--- config.mk ---
export PLATFORM = sky130hd
export DESIGN_NAME = enc_beat_scheduler
export DESIGN_NICKNAME = d
export VERILOG_FILES = /design/src/rtl/enc_beat_scheduler_pkg.sv /design/src/rtl/enc_beat_decode.sv /design/src/rtl/enc_beat_scheduler.sv
export SDC_FILE = /design/constraint.sdc
export NUM_CORES = 1
export LEC_CHECK = 0
export ABC_AREA = 0
export CAP_MARGIN = 0
export CORE_UTILIZATION = 56
export CTS_BUF_LIST = sky130_fd_sc_hd__clkbuf_8
export CTS_CLUSTER_SIZE = 8
export DETAILED_ROUTE_END_ITERATION = 8
export GPL_TIMING_DRIVEN = 1
export PLACE_DENSITY = 0.86
export SLEW_MARGIN = 20
export SYNTH_ARGS = -nofsm -noshare
export SYNTH_HDL_FRONTEND = slang
export SYNTH_SLANG_ARGS = --single-unit
--- constraint.sdc ---
create_clock -name clk_i -period 4.9 [get_ports clk_i]
set_input_delay 0.98 -clock clk_i [delete_from_list [all_inputs] [get_ports clk_i]]
set_output_delay 0.98 -clock clk_i [all_outputs]
set_load 0.05 [all_outputs]
--- src/rtl/enc_beat_scheduler_pkg.sv ---
// Shared phase encoding and default geometry for the RS encoder beat scheduler.
package enc_beat_scheduler_pkg;

   localparam int DEF_SYM      = 8;
   localparam int DEF_MES_LEN  = 239;
   localparam int DEF_PAR_LEN  = 16;
   localparam int DEF_CW_CNT_W = 16;

   localparam int DEF_COD_LEN  = DEF_MES_LEN + DEF_PAR_LEN;
   localparam int DEF_CW       = $clog2(DEF_COD_LEN);
   localparam int DEF_RW       = $clog2(DEF_SYM + 1);
   localparam int DEF_MW       = $clog2(DEF_MES_LEN + 1);

   typedef enum logic [2:0] {
      IDL = 3'd0,
      MES = 3'd1,
      MTP = 3'd2,
      PAR = 3'd3,
      PTM = 3'd4
   } sel_phase_e;

endpackage

--- src/rtl/enc_beat_decode.sv ---
// Combinational beat decode: classifies the beat starting at position c of a
// codeword of length L and computes where the following beat starts.
module enc_beat_decode
   import enc_beat_scheduler_pkg::*;
#(
   parameter  int SYM     = DEF_SYM,
   parameter  int MES_LEN = DEF_MES_LEN,
   parameter  int PAR_LEN = DEF_PAR_LEN,
   localparam int COD_LEN = MES_LEN + PAR_LEN,
   localparam int CW      = $clog2(COD_LEN),
   localparam int RW      = $clog2(SYM + 1),
   localparam int MW      = $clog2(MES_LEN + 1),
   localparam int EW      = CW + 1
) (
   input  logic [CW-1:0] c_i,
   input  logic [MW-1:0] m_i,
   input  logic [EW-1:0] l_i,
   input  logic [MW-1:0] mn_i,
   output sel_phase_e    phase_o,
   output logic [RW-1:0] mes_req_o,
   output logic [RW-1:0] par_req_o,
   output logic          par_load_o,
   output logic          cw_last_o,
   output logic [CW-1:0] c_nxt_o,
   output logic [MW-1:0] m_nxt_o
);

   logic [EW-1:0] ce, cs, me;

   always_comb begin
      ce         = EW'(c_i);
      cs         = ce + EW'(SYM);
      me         = EW'(m_i);
      phase_o    = MES;
      mes_req_o  = RW'(SYM);
      par_req_o  = '0;
      par_load_o = 1'b0;
      cw_last_o  = 1'b0;
      // PAR_LEN >= SYM, so a beat crossing L always starts inside the parity
      if (cs > l_i) begin
         phase_o   = PTM;
         par_req_o = RW'(l_i - ce);
         mes_req_o = RW'(cs - l_i);
         cw_last_o = 1'b1;
      end else if (ce >= me) begin
         phase_o   = PAR;
         mes_req_o = '0;
         par_req_o = RW'(SYM);
         cw_last_o = (cs == l_i);
      end else if (cs > me) begin
         phase_o    = MTP;
         mes_req_o  = RW'(me - ce);
         par_req_o  = RW'(cs - me);
         par_load_o = 1'b1;
      end else begin
         par_load_o = (cs == me);
      end

      if (cs >= l_i) begin
         c_nxt_o = CW'(cs - l_i);
         m_nxt_o = mn_i;
      end else begin
         c_nxt_o = CW'(cs);
         m_nxt_o = m_i;
      end
   end

endmodule

--- src/rtl/enc_beat_scheduler.sv ---
// RS encoder beat scheduler: packs codewords back-to-back onto SYM-wide beats.
// Optional per-codeword shortening via ENC_SCH_SHORTEN_EN (adds cfg_mes_len_i).
module enc_beat_scheduler
   import enc_beat_scheduler_pkg::*;
#(
   parameter  int SYM      = DEF_SYM,
   parameter  int MES_LEN  = DEF_MES_LEN,
   parameter  int PAR_LEN  = DEF_PAR_LEN,
   parameter  int CW_CNT_W = DEF_CW_CNT_W,
   localparam int COD_LEN  = MES_LEN + PAR_LEN,
   localparam int CW       = $clog2(COD_LEN),
   localparam int RW       = $clog2(SYM + 1),
   localparam int MW       = $clog2(MES_LEN + 1),
   localparam int EW       = CW + 1
) (
   input  logic                clk_i,
   input  logic                rst_i,
   input  logic                flush_i,
`ifdef ENC_SCH_SHORTEN_EN
   input  logic [MW-1:0]       cfg_mes_len_i,
`endif
   input  logic                mes_valid_i,
   input  logic                out_ready_i,
   output logic                out_valid_o,
   output sel_phase_e          sel_phase_o,
   output logic [CW-1:0]       con_counter_o,
   output logic [RW-1:0]       mes_request_o,
   output logic [RW-1:0]       par_request_o,
   output logic                par_load_o,
   output logic                cw_last_o,
   output logic [CW_CNT_W-1:0] cw_count_o
);

   sel_phase_e          phase_q, phase_d;
   logic [CW-1:0]       c_q, c_d, c_nxt_q, c_nxt_d;
   logic [MW-1:0]       m_d, m_nxt_q, m_nxt_d, cfg_eff;
   logic [EW-1:0]       l_d;
   logic [RW-1:0]       mes_q, mes_d, par_q, par_d;
   logic                par_load_q, par_load_d, cw_last_q, cw_last_d;
   logic [CW_CNT_W-1:0] cw_cnt_q;
   logic                fire, load;

`ifdef ENC_SCH_SHORTEN_EN
   assign cfg_eff = (cfg_mes_len_i < MW'(SYM) || cfg_mes_len_i > MW'(MES_LEN))
                    ? MW'(MES_LEN) : cfg_mes_len_i;
`else
   assign cfg_eff = MW'(MES_LEN);
`endif

   assign out_valid_o = (phase_q != IDL) & ((mes_q == '0) | mes_valid_i);
   assign fire        = out_valid_o & out_ready_i;
   assign load        = (phase_q == IDL) | flush_i | fire;

   // A next start of 0 means a fresh codeword begins here, so sample its length now
   always_comb begin
      c_d = c_nxt_q;
      m_d = (c_nxt_q == '0) ? cfg_eff : m_nxt_q;
      if (phase_q == IDL || flush_i) begin
         c_d = '0;
         m_d = cfg_eff;
      end
   end

   assign l_d = EW'(m_d) + EW'(PAR_LEN);

   enc_beat_decode #(
      .SYM     (SYM),
      .MES_LEN (MES_LEN),
      .PAR_LEN (PAR_LEN)
   ) u_dec (
      .c_i        (c_d),
      .m_i        (m_d),
      .l_i        (l_d),
      .mn_i       (cfg_eff),
      .phase_o    (phase_d),
      .mes_req_o  (mes_d),
      .par_req_o  (par_d),
      .par_load_o (par_load_d),
      .cw_last_o  (cw_last_d),
      .c_nxt_o    (c_nxt_d),
      .m_nxt_o    (m_nxt_d)
   );

   always_ff @(posedge clk_i or posedge rst_i) begin
      if (rst_i) begin
         phase_q    <= IDL;
         c_q        <= '0;
         mes_q      <= '0;
         par_q      <= '0;
         par_load_q <= 1'b0;
         cw_last_q  <= 1'b0;
         cw_cnt_q   <= '0;
         c_nxt_q    <= '0;
         m_nxt_q    <= MW'(MES_LEN);
      end else if (load) begin
         phase_q    <= phase_d;
         c_q        <= c_d;
         mes_q      <= mes_d;
         par_q      <= par_d;
         par_load_q <= par_load_d;
         cw_last_q  <= cw_last_d;
         c_nxt_q    <= c_nxt_d;
         m_nxt_q    <= m_nxt_d;
         if (fire && cw_last_q && !flush_i)
            cw_cnt_q <= cw_cnt_q + CW_CNT_W'(1);
      end
   end

   assign sel_phase_o   = phase_q;
   assign con_counter_o = c_q;
   assign mes_request_o = mes_q;
   assign par_request_o = par_q;
   assign par_load_o    = par_load_q;
   assign cw_last_o     = cw_last_q;
   assign cw_count_o    = cw_cnt_q;

endmodule

; After elaboration in Yosys (flattened, before gate mapping)
; Cells that the tools add are included.
[word_totals]
inputBits = 5
ff_bits = 53
output_inout_bits = 38
[op_classes]
addsub = 7
muxes = 19
n_reduce_logical = 9
order_cmp = 4
bitwise = 5
n_eq_ne = 2
[ops]
columns = op, count
row1 = 8-bit two-way mux, 5
row2 = 4-bit two-way mux, 6
row3 = "16-bit by 1-bit adder with 16-bit output, second input constant", 1
row4 = 4-bit subtractor, 3
row5 = "8-bit by 4-bit adder with 9-bit output, second input constant", 1
row6 = "8-bit by 5-bit adder with 9-bit output, second input constant", 1
row7 = 9-bit by 8-bit equality test with 1-bit output, 1
row8 = 9-bit equality test, 1
row9 = 9-bit >= comparator, 1
row10 = 9-bit by 8-bit greater-than comparator with 1-bit output, 1
row11 = 9-bit greater-than comparator, 1
row12 = 8-bit >= comparator, 1
row13 = 8-bit zero test, 1
row14 = 8-bit subtractor, 1
row15 = 3-bit two-way mux, 2
row16 = 1-bit two-way mux, 5
row17 = 4-bit zero test, 1
row18 = 3-bit zero test, 1
row19 = 1-bit bitwise OR, 3
row20 = 3-bit nonzero test, 1
row21 = 1-bit bitwise AND, 2
row22 = 1-bit logical AND, 2
row23 = 2-bit two-way mux, 1
row24 = 2-bit AND reduction, 1
row25 = other kinds (2), 2

; Longest topological paths before layout
[logic_depth]
ltp_word = 8
mapped_depth = 16

; Modules after synthesis
; Synthesis repeated with hierarchy kept, for this count alone.
[hier_totals]
hier_cells = 376
area_unflattened_um2 = 3823.7
[by_module_without_submodules]
columns = module, area_per_inst_um2, seq_area_each_um2, cells_per_inst, n_inst
row1 = enc_beat_scheduler, 2378.5, 1335.0, 191, 1
row2 = enc_beat_decode, 1445.1, 0.0, 185, 1

; Worst setup path after synthesis
; OpenSTA, ideal clock, no wires.
[synth_timing]
kind = input -> register
from = input flush_i
to = register par_q[2], in the netlist par_request_o[2]
cell_stages = 14
path_slack_ps = 776
required_ps = 4778
t_arrival_ps = 4003
path_cell_list = or2_1 > buf_2 > a21oi_1 > nand2_1 > inv_1 > ha_1 > or3b_2 > ha_1 > nand2_1 > nor4_1 > nor2_1 > a21oi_2 > nor3_1 > a2111oi_1
[synth_between]
elab_chain_cells = 7
[synth_rtl]
columns = element, line_no
row1 = start: declaration, enc_beat_scheduler.sv:18  ; input logic flush_i,
row2 = 1-bit logical OR, enc_beat_scheduler.sv:58  ; if (phase_q == IDL || flush_i) begin
row3 = 8-bit two-way mux, enc_beat_scheduler.sv:58
row4 = 8-bit by 4-bit adder with 9-bit output, enc_beat_decode.sv:32  ; cs = ce + EW'(SYM);
row5 = 9-bit by 8-bit greater-than comparator with 1-bit output or 4-bit subtractor (tied branches), "enc_beat_decode.sv:50, enc_beat_decode.sv:53"
row6 = 4-bit two-way mux, enc_beat_decode.sv:50  ; end else if (cs > me) begin
row7 = 4-bit two-way mux, enc_beat_decode.sv:45  ; end else if (ce >= me) begin
row8 = 4-bit two-way mux, enc_beat_decode.sv:40  ; if (cs > l_i) begin
row9 = end signal: assignment, enc_beat_scheduler.sv:99  ; par_q <= par_d;
row10 = end: declaration, enc_beat_scheduler.sv:38  ; logic [RW-1:0] mes_q, mes_d, par_q, par_d;
; Several ways; a longest one is shown, not always the timed one.
; A chain may end at the register's enable or synchronous reset.

; Worst setup path after layout
; Same ends and word-level chain as after synthesis.

==> report_table.html <==
<table>
<tr><th>Metric</th><th>Value</th></tr>
<tr><th colspan="2">Floorplanning</th></tr>
<tr><td>Overall die area</td><td>about 6200 um^2</td></tr>
<tr><td>I/O pin count</td><td>43</td></tr>
<tr><td>Starting Density</td><td>0.591</td></tr>
<tr><td>Vertical die dimension</td><td>79.0 um</td></tr>
<tr><td>Die W</td><td>79.0 um</td></tr>
<tr><td>Area of the core</td><td>5610 um^2</td></tr>
<tr><td>Rows</td><td>27</td></tr>
<tr><th colspan="2">GRT</th></tr>
<tr><td>Grt ovf</td><td>0</td></tr>
<tr><td>First-pass GRT wire length</td><td>12.8 mm</td></tr>
<tr><td>Initial antenna violation count</td><td>0</td></tr>
<tr><td>GR Util All Layers</td><td>0.263</td></tr>
<tr><td>Via count of the first global-routing pass</td><td>2700</td></tr>
<tr><td>Pin count of the biggest net entering global routing</td><td>53</td></tr>
<tr><th colspan="2">Layout</th></tr>
<tr><td>Final design area excluding fillers</td><td>3930 um^2</td></tr>
<tr><td>Non-filler instance count after layout</td><td>around 460</td></tr>
<tr><td>Fraction of the core area covered by cells at the end of the flow</td><td>0.700</td></tr>
<tr><td>Synthesis-to-layout area growth</td><td>18.4%</td></tr>
<tr><td>Commonest cells after routing, fill and taps aside</td><td>45 x sky130_fd_sc_hd__dfrtp_1, 42 x sky130_fd_sc_hd__clkdlybuf4s50_1, 39 x sky130_fd_sc_hd__nor2_1, 30 x sky130_fd_sc_hd__nand2_1, 24 x sky130_fd_sc_hd__ha_1</td></tr>
<tr><td>Most common cell after layout, fill and taps aside</td><td>sky130_fd_sc_hd__dfrtp_1</td></tr>
<tr><td>Fraction of layout cells with a size suffix above 1</td><td>0.120</td></tr>
<tr><td>Diode insertion count for antenna repair</td><td>0</td></tr>
<tr><td>Count of filler cells inserted in the layout</td><td>446</td></tr>
<tr><td>Final nets</td><td>about 420</td></tr>
<tr><th colspan="2">Synthesis</th></tr>
<tr><td>Number of register bits inferred by synthesis</td><td>52</td></tr>
<tr><td>Proportion of synthesized flip-flops having asynchronous set or reset</td><td>1.00</td></tr>
<tr><td>Number of enable-type register cells in the synthesized netlist</td><td>0</td></tr>
<tr><td>Number of distinct library cell variants in the gate-level netlist after synthesis</td><td>about 60</td></tr>
<tr><td>Dominant register cell in the synthesized netlist</td><td>sky130_fd_sc_hd__dfrtp_1</td></tr>
<tr><td>Netlist area before placement</td><td>3320 um^2</td></tr>
<tr><td>Gate count of the mapped netlist</td><td>346</td></tr>
<tr><td>Portion of the post-synthesis area used by sequential elements</td><td>0.395</td></tr>
<tr><td>Synth Net Count</td><td>377</td></tr>
<tr><td>Synth warnings</td><td>0</td></tr>
<tr><td>Mean post-synth cell area</td><td>9.59 um^2</td></tr>
<tr><th colspan="2">Detailed routing</th></tr>
<tr><td>Starting DRT DRC Count</td><td>213</td></tr>
<tr><td>Detailed-route wire length per cell</td><td>16.4 um</td></tr>
<tr><td>Total wire length</td><td>7.62 mm</td></tr>
<tr><td>Detailed Routing Iterations Pass 1</td><td>4</td></tr>
<tr><td>Antenna violation net count after detailed routing</td><td>0</td></tr>
<tr><td>Total vias in the final route</td><td>2694</td></tr>
<tr><td>Vias per Instance</td><td>5.81</td></tr>
<tr><td>Remaining design rule violation count</td><td>0</td></tr>
<tr><th colspan="2">Power and ir drop</th></tr>
<tr><td>Worst vdd rail ir drop</td><td>0.210 mV</td></tr>
<tr><td>P_leak</td><td>1.76 nW</td></tr>
<tr><td>Power density over cell area</td><td>roughly 230 nW/um^2</td></tr>
<tr><th colspan="2">Clock tree</th></tr>
<tr><td>Post-CTS setup repair buffer count</td><td>0</td></tr>
<tr><td>Root buffer cell</td><td>sky130_fd_sc_hd__clkbuf_8</td></tr>
<tr><td>Clk_lat worst skew</td><td>between 0.3 and 0.4 ns</td></tr>
<tr><td>Post-CTS clock slew at the launch and capture registers of the worst setup and hold paths</td><td>roughly 0.10 ns</td></tr>
<tr><td>H-tree level count</td><td>2</td></tr>
<tr><td>Hold buffer count at cts</td><td>0</td></tr>
<tr><td>Clock tree from TritonCTS</td><td>yes</td></tr>
<tr><td>Clock tree buffer depth</td><td>2</td></tr>
<tr><td>TritonCTS buffer count</td><td>5</td></tr>
<tr><td>Clock Sinks</td><td>52</td></tr>
<tr><td>Cells resized by post-CTS repair</td><td>0</td></tr>
<tr><th colspan="2">Status</th></tr>
<tr><td>Result of the run</td><td>finished clean</td></tr>
<tr><th colspan="2">Worst setup path</th></tr>
<tr><td>Reg-to-Reg Start</td><td>c_nxt_q[5]</td></tr>
<tr><td>Maximum single-stage delay on the critical path</td><td>between 0.6 and 0.7 ns</td></tr>
<tr><td>Critical path startpoint category</td><td>primary input</td></tr>
<tr><td>R2r worst-path depth</td><td>13</td></tr>
<tr><td>Worst-path cell with the longest stage delay</td><td>sky130_fd_sc_hd__nor4_1</td></tr>
<tr><td>Setup slack, reg-to-reg</td><td>0.97 ns</td></tr>
<tr><td>Critical path start-end classification</td><td>primary input to flip-flop</td></tr>
<tr><td>Sort of element at the end of the critical path</td><td>flip-flop</td></tr>
<tr><td>Endpoint of the worst register-to-register path</td><td>par_request_o[2]</td></tr>
<tr><td>Largest fanout of any net on the critical path</td><td>9</td></tr>
<tr><td>WP data required</td><td>5.09 ns</td></tr>
<tr><td>Crit path cell chain</td><td>clkdlybuf4s50_1, or2_1, a21oi_1, nand2_1, inv_1, ha_1, or3b_2, ha_1, nand2_1, nor4_1, nor2_1, a21o_1, a211oi_2, a2111oi_1</td></tr>
<tr><td>Arr. time, crit path</td><td>4.58 ns</td></tr>
<tr><th colspan="2">Timing</th></tr>
<tr><td>Unrepaired setup endpoints after global routing</td><td>false</td></tr>
<tr><td>Fmax</td><td>228 MHz</td></tr>
<tr><td>Total negative slack for setup checks</td><td>0 ns</td></tr>
<tr><td>Final setup skew</td><td>just under 0.009 ns</td></tr>
<tr><td>Total count of hold-check failures in the final report</td><td>0</td></tr>
<tr><td>Final worst path period share</td><td>0.896</td></tr>
<tr><td>Tmin final</td><td>4.39 ns</td></tr>
<tr><td>Actual transition at the worst max-transition pin</td><td>1.12 ns</td></tr>
<tr><td>Number of setup violations in the final report</td><td>0</td></tr>
<tr><td>Final number of max-transition violations</td><td>0</td></tr>
<tr><td>Max-slew headroom at the worst pin</td><td>0.249</td></tr>
<tr><th colspan="2">Placement</th></tr>
<tr><td>Placed Area</td><td>between 3000 and 4000 um^2</td></tr>
<tr><td>Post-placement cell count</td><td>456</td></tr>
<tr><td>Routability congestion estimate from global placement</td><td>0.923</td></tr>
<tr><td>IO Port Bufs</td><td>42</td></tr>
<tr><td>HPWL after detailed placement</td><td>5.89 mm</td></tr>
<tr><th colspan="2">Worst hold path</th></tr>
<tr><td>Launch instance of the worst min-delay path</td><td>cw_count_o[15]</td></tr>
<tr><td>HP Class</td><td>flip-flop to flip-flop</td></tr>
<tr><td>Endpoint of the worst hold path</td><td>cw_count_o[15]</td></tr>
<tr><td>Hold Path Depth</td><td>1</td></tr>
<tr><th colspan="2">Run</th></tr>
<tr><td>Number of maximum-capacitance violations</td><td>0</td></tr>
</table>
## report_power, final
| part | leakage [nW] | internal, mW | switching (mW) |
|---|---|---|---|
| clock | 0.0599 | 0.153 | 0.148 |
| combinational | 1.02 | 0.0494 | 0.0919 |
| sequential | 0.684 | 0.438 | 0.00908 |
| total | 1.76 | 0.640 | 0.249 |
## final cells by class
cell class	instances	area, um^2	share of cell area
clock buffers	5	68.8	0.0175
clock inverters	3	42.5	0.0108
inverters	20	76.3	0.0194
multi-input cells	262	1860	0.473
flip-flops and latches	52	1310	0.334
well taps	72	90.1	0.0229
repair buffers	50	480	0.122
## stage by stage
step / total power, mW / hold WS [ns] / setup slack, ns
detailed placement: 0.595 / 0.477 / 0.350
floorplan: 0.554 / 0.486 / 0.776
global placement: 0.593 / 0.464 / 0.453
global route: 0.917 / 0.512 / 0.237
finish: 0.888 / 0.484 / 0.512
CTS: 0.888 / 0.491 / 0.560
## critical path: cells and delay by family
family,cells,cell delay (ns)
compound gates,4,0.90
fa+ha+maj,2,0.48
buf+inv,2,0.52
simple gates,6,1.68
## logic make-up after synthesis
group / after synthesis / share of synthesized area
flops: 52 / 0.395
compound gates: 60 / 0.136
simple gates: 135 / 0.206
xor+xnor: 28 / 0.0739
buf+inv: 32 / 0.0449
fa+ha+maj: 26 / 0.103
mux: 13 / 0.0411
## state kept, by name, summed over array words and instances (netlist names)
register and count:
con_counter_o 8, sel_phase_o 3, mes_request_o 4, cw_count_o 16, cw_last_o 1, m_nxt_q 8, par_request_o 3, c_nxt_q 8
par_load_o 1
## synthesized netlist by cell type, types with 2 or more instances
library cell / number / area, um^2
sky130_fd_sc_hd__dfrtp_1: 45 / 1130
sky130_fd_sc_hd__nor2_1: 39 / 146
sky130_fd_sc_hd__nand2_1: 30 / 113
sky130_fd_sc_hd__ha_1: 24 / 300
sky130_fd_sc_hd__inv_1: 20 / 75.1
sky130_fd_sc_hd__xnor2_1: 18 / 158
sky130_fd_sc_hd__o21ai_0: 14 / 70.1
sky130_fd_sc_hd__a21oi_1: 12 / 60.1
sky130_fd_sc_hd__mux2i_1: 11 / 110
sky130_fd_sc_hd__nand3_1: 11 / 55.1
sky130_fd_sc_hd__nor3_1: 11 / 55.1
sky130_fd_sc_hd__xor2_1: 10 / 87.6
sky130_fd_sc_hd__dfstp_2: 7 / 184
sky130_fd_sc_hd__nand2b_1: 7 / 43.8
sky130_fd_sc_hd__or2_2: 7 / 43.8
sky130_fd_sc_hd__buf_2: 5 / 25.0
sky130_fd_sc_hd__nand4_1: 4 / 25.0
sky130_fd_sc_hd__nor4_1: 4 / 25.0
sky130_fd_sc_hd__o21a_1: 4 / 30.0
sky130_fd_sc_hd__a21o_1: 3 / 22.5
sky130_fd_sc_hd__a22oi_1: 3 / 22.5
sky130_fd_sc_hd__clkbuf_1: 3 / 11.3
sky130_fd_sc_hd__o22ai_1: 3 / 18.8
sky130_fd_sc_hd__or3_1: 3 / 18.8
sky130_fd_sc_hd__a211o_1: 2 / 17.5
sky130_fd_sc_hd__a211oi_2: 2 / 25.0
sky130_fd_sc_hd__and2_0: 2 / 12.5
sky130_fd_sc_hd__and2_1: 2 / 12.5
sky130_fd_sc_hd__and3_1: 2 / 12.5
sky130_fd_sc_hd__buf_4: 2 / 15.0
sky130_fd_sc_hd__buf_6: 2 / 22.5
sky130_fd_sc_hd__fa_1: 2 / 40.0
sky130_fd_sc_hd__nor2b_1: 2 / 12.5
sky130_fd_sc_hd__o31ai_1: 2 / 15.0
sky130_fd_sc_hd__or2_1: 2 / 12.5
## worst max-delay path by stage
stage	startpoint	endpoint	slack (ns)
after floorplan	flush_i	par_request_o[2]	0.78
after global placement	flush_i	c_nxt_q[5]	0.45
after detailed placement	flush_i	par_request_o[2]	0.35
after CTS	flush_i	par_request_o[2]	0.56
after global routing	flush_i	par_request_o[2]	0.24
final	flush_i	par_request_o[2]	0.51
## metal layers
layer | track usage | wire (um) | vias to the layer above
met5 | 0 | 0 | -
li1 | - | - | 1290
met4 | 0.102 | 178 | 0
met2 | 0.445 | 3790 | 90
met3 | 0.0471 | 365 | 22
met1 | 0.332 | 3290 | 1292
(Power assumes the default switching activity.)
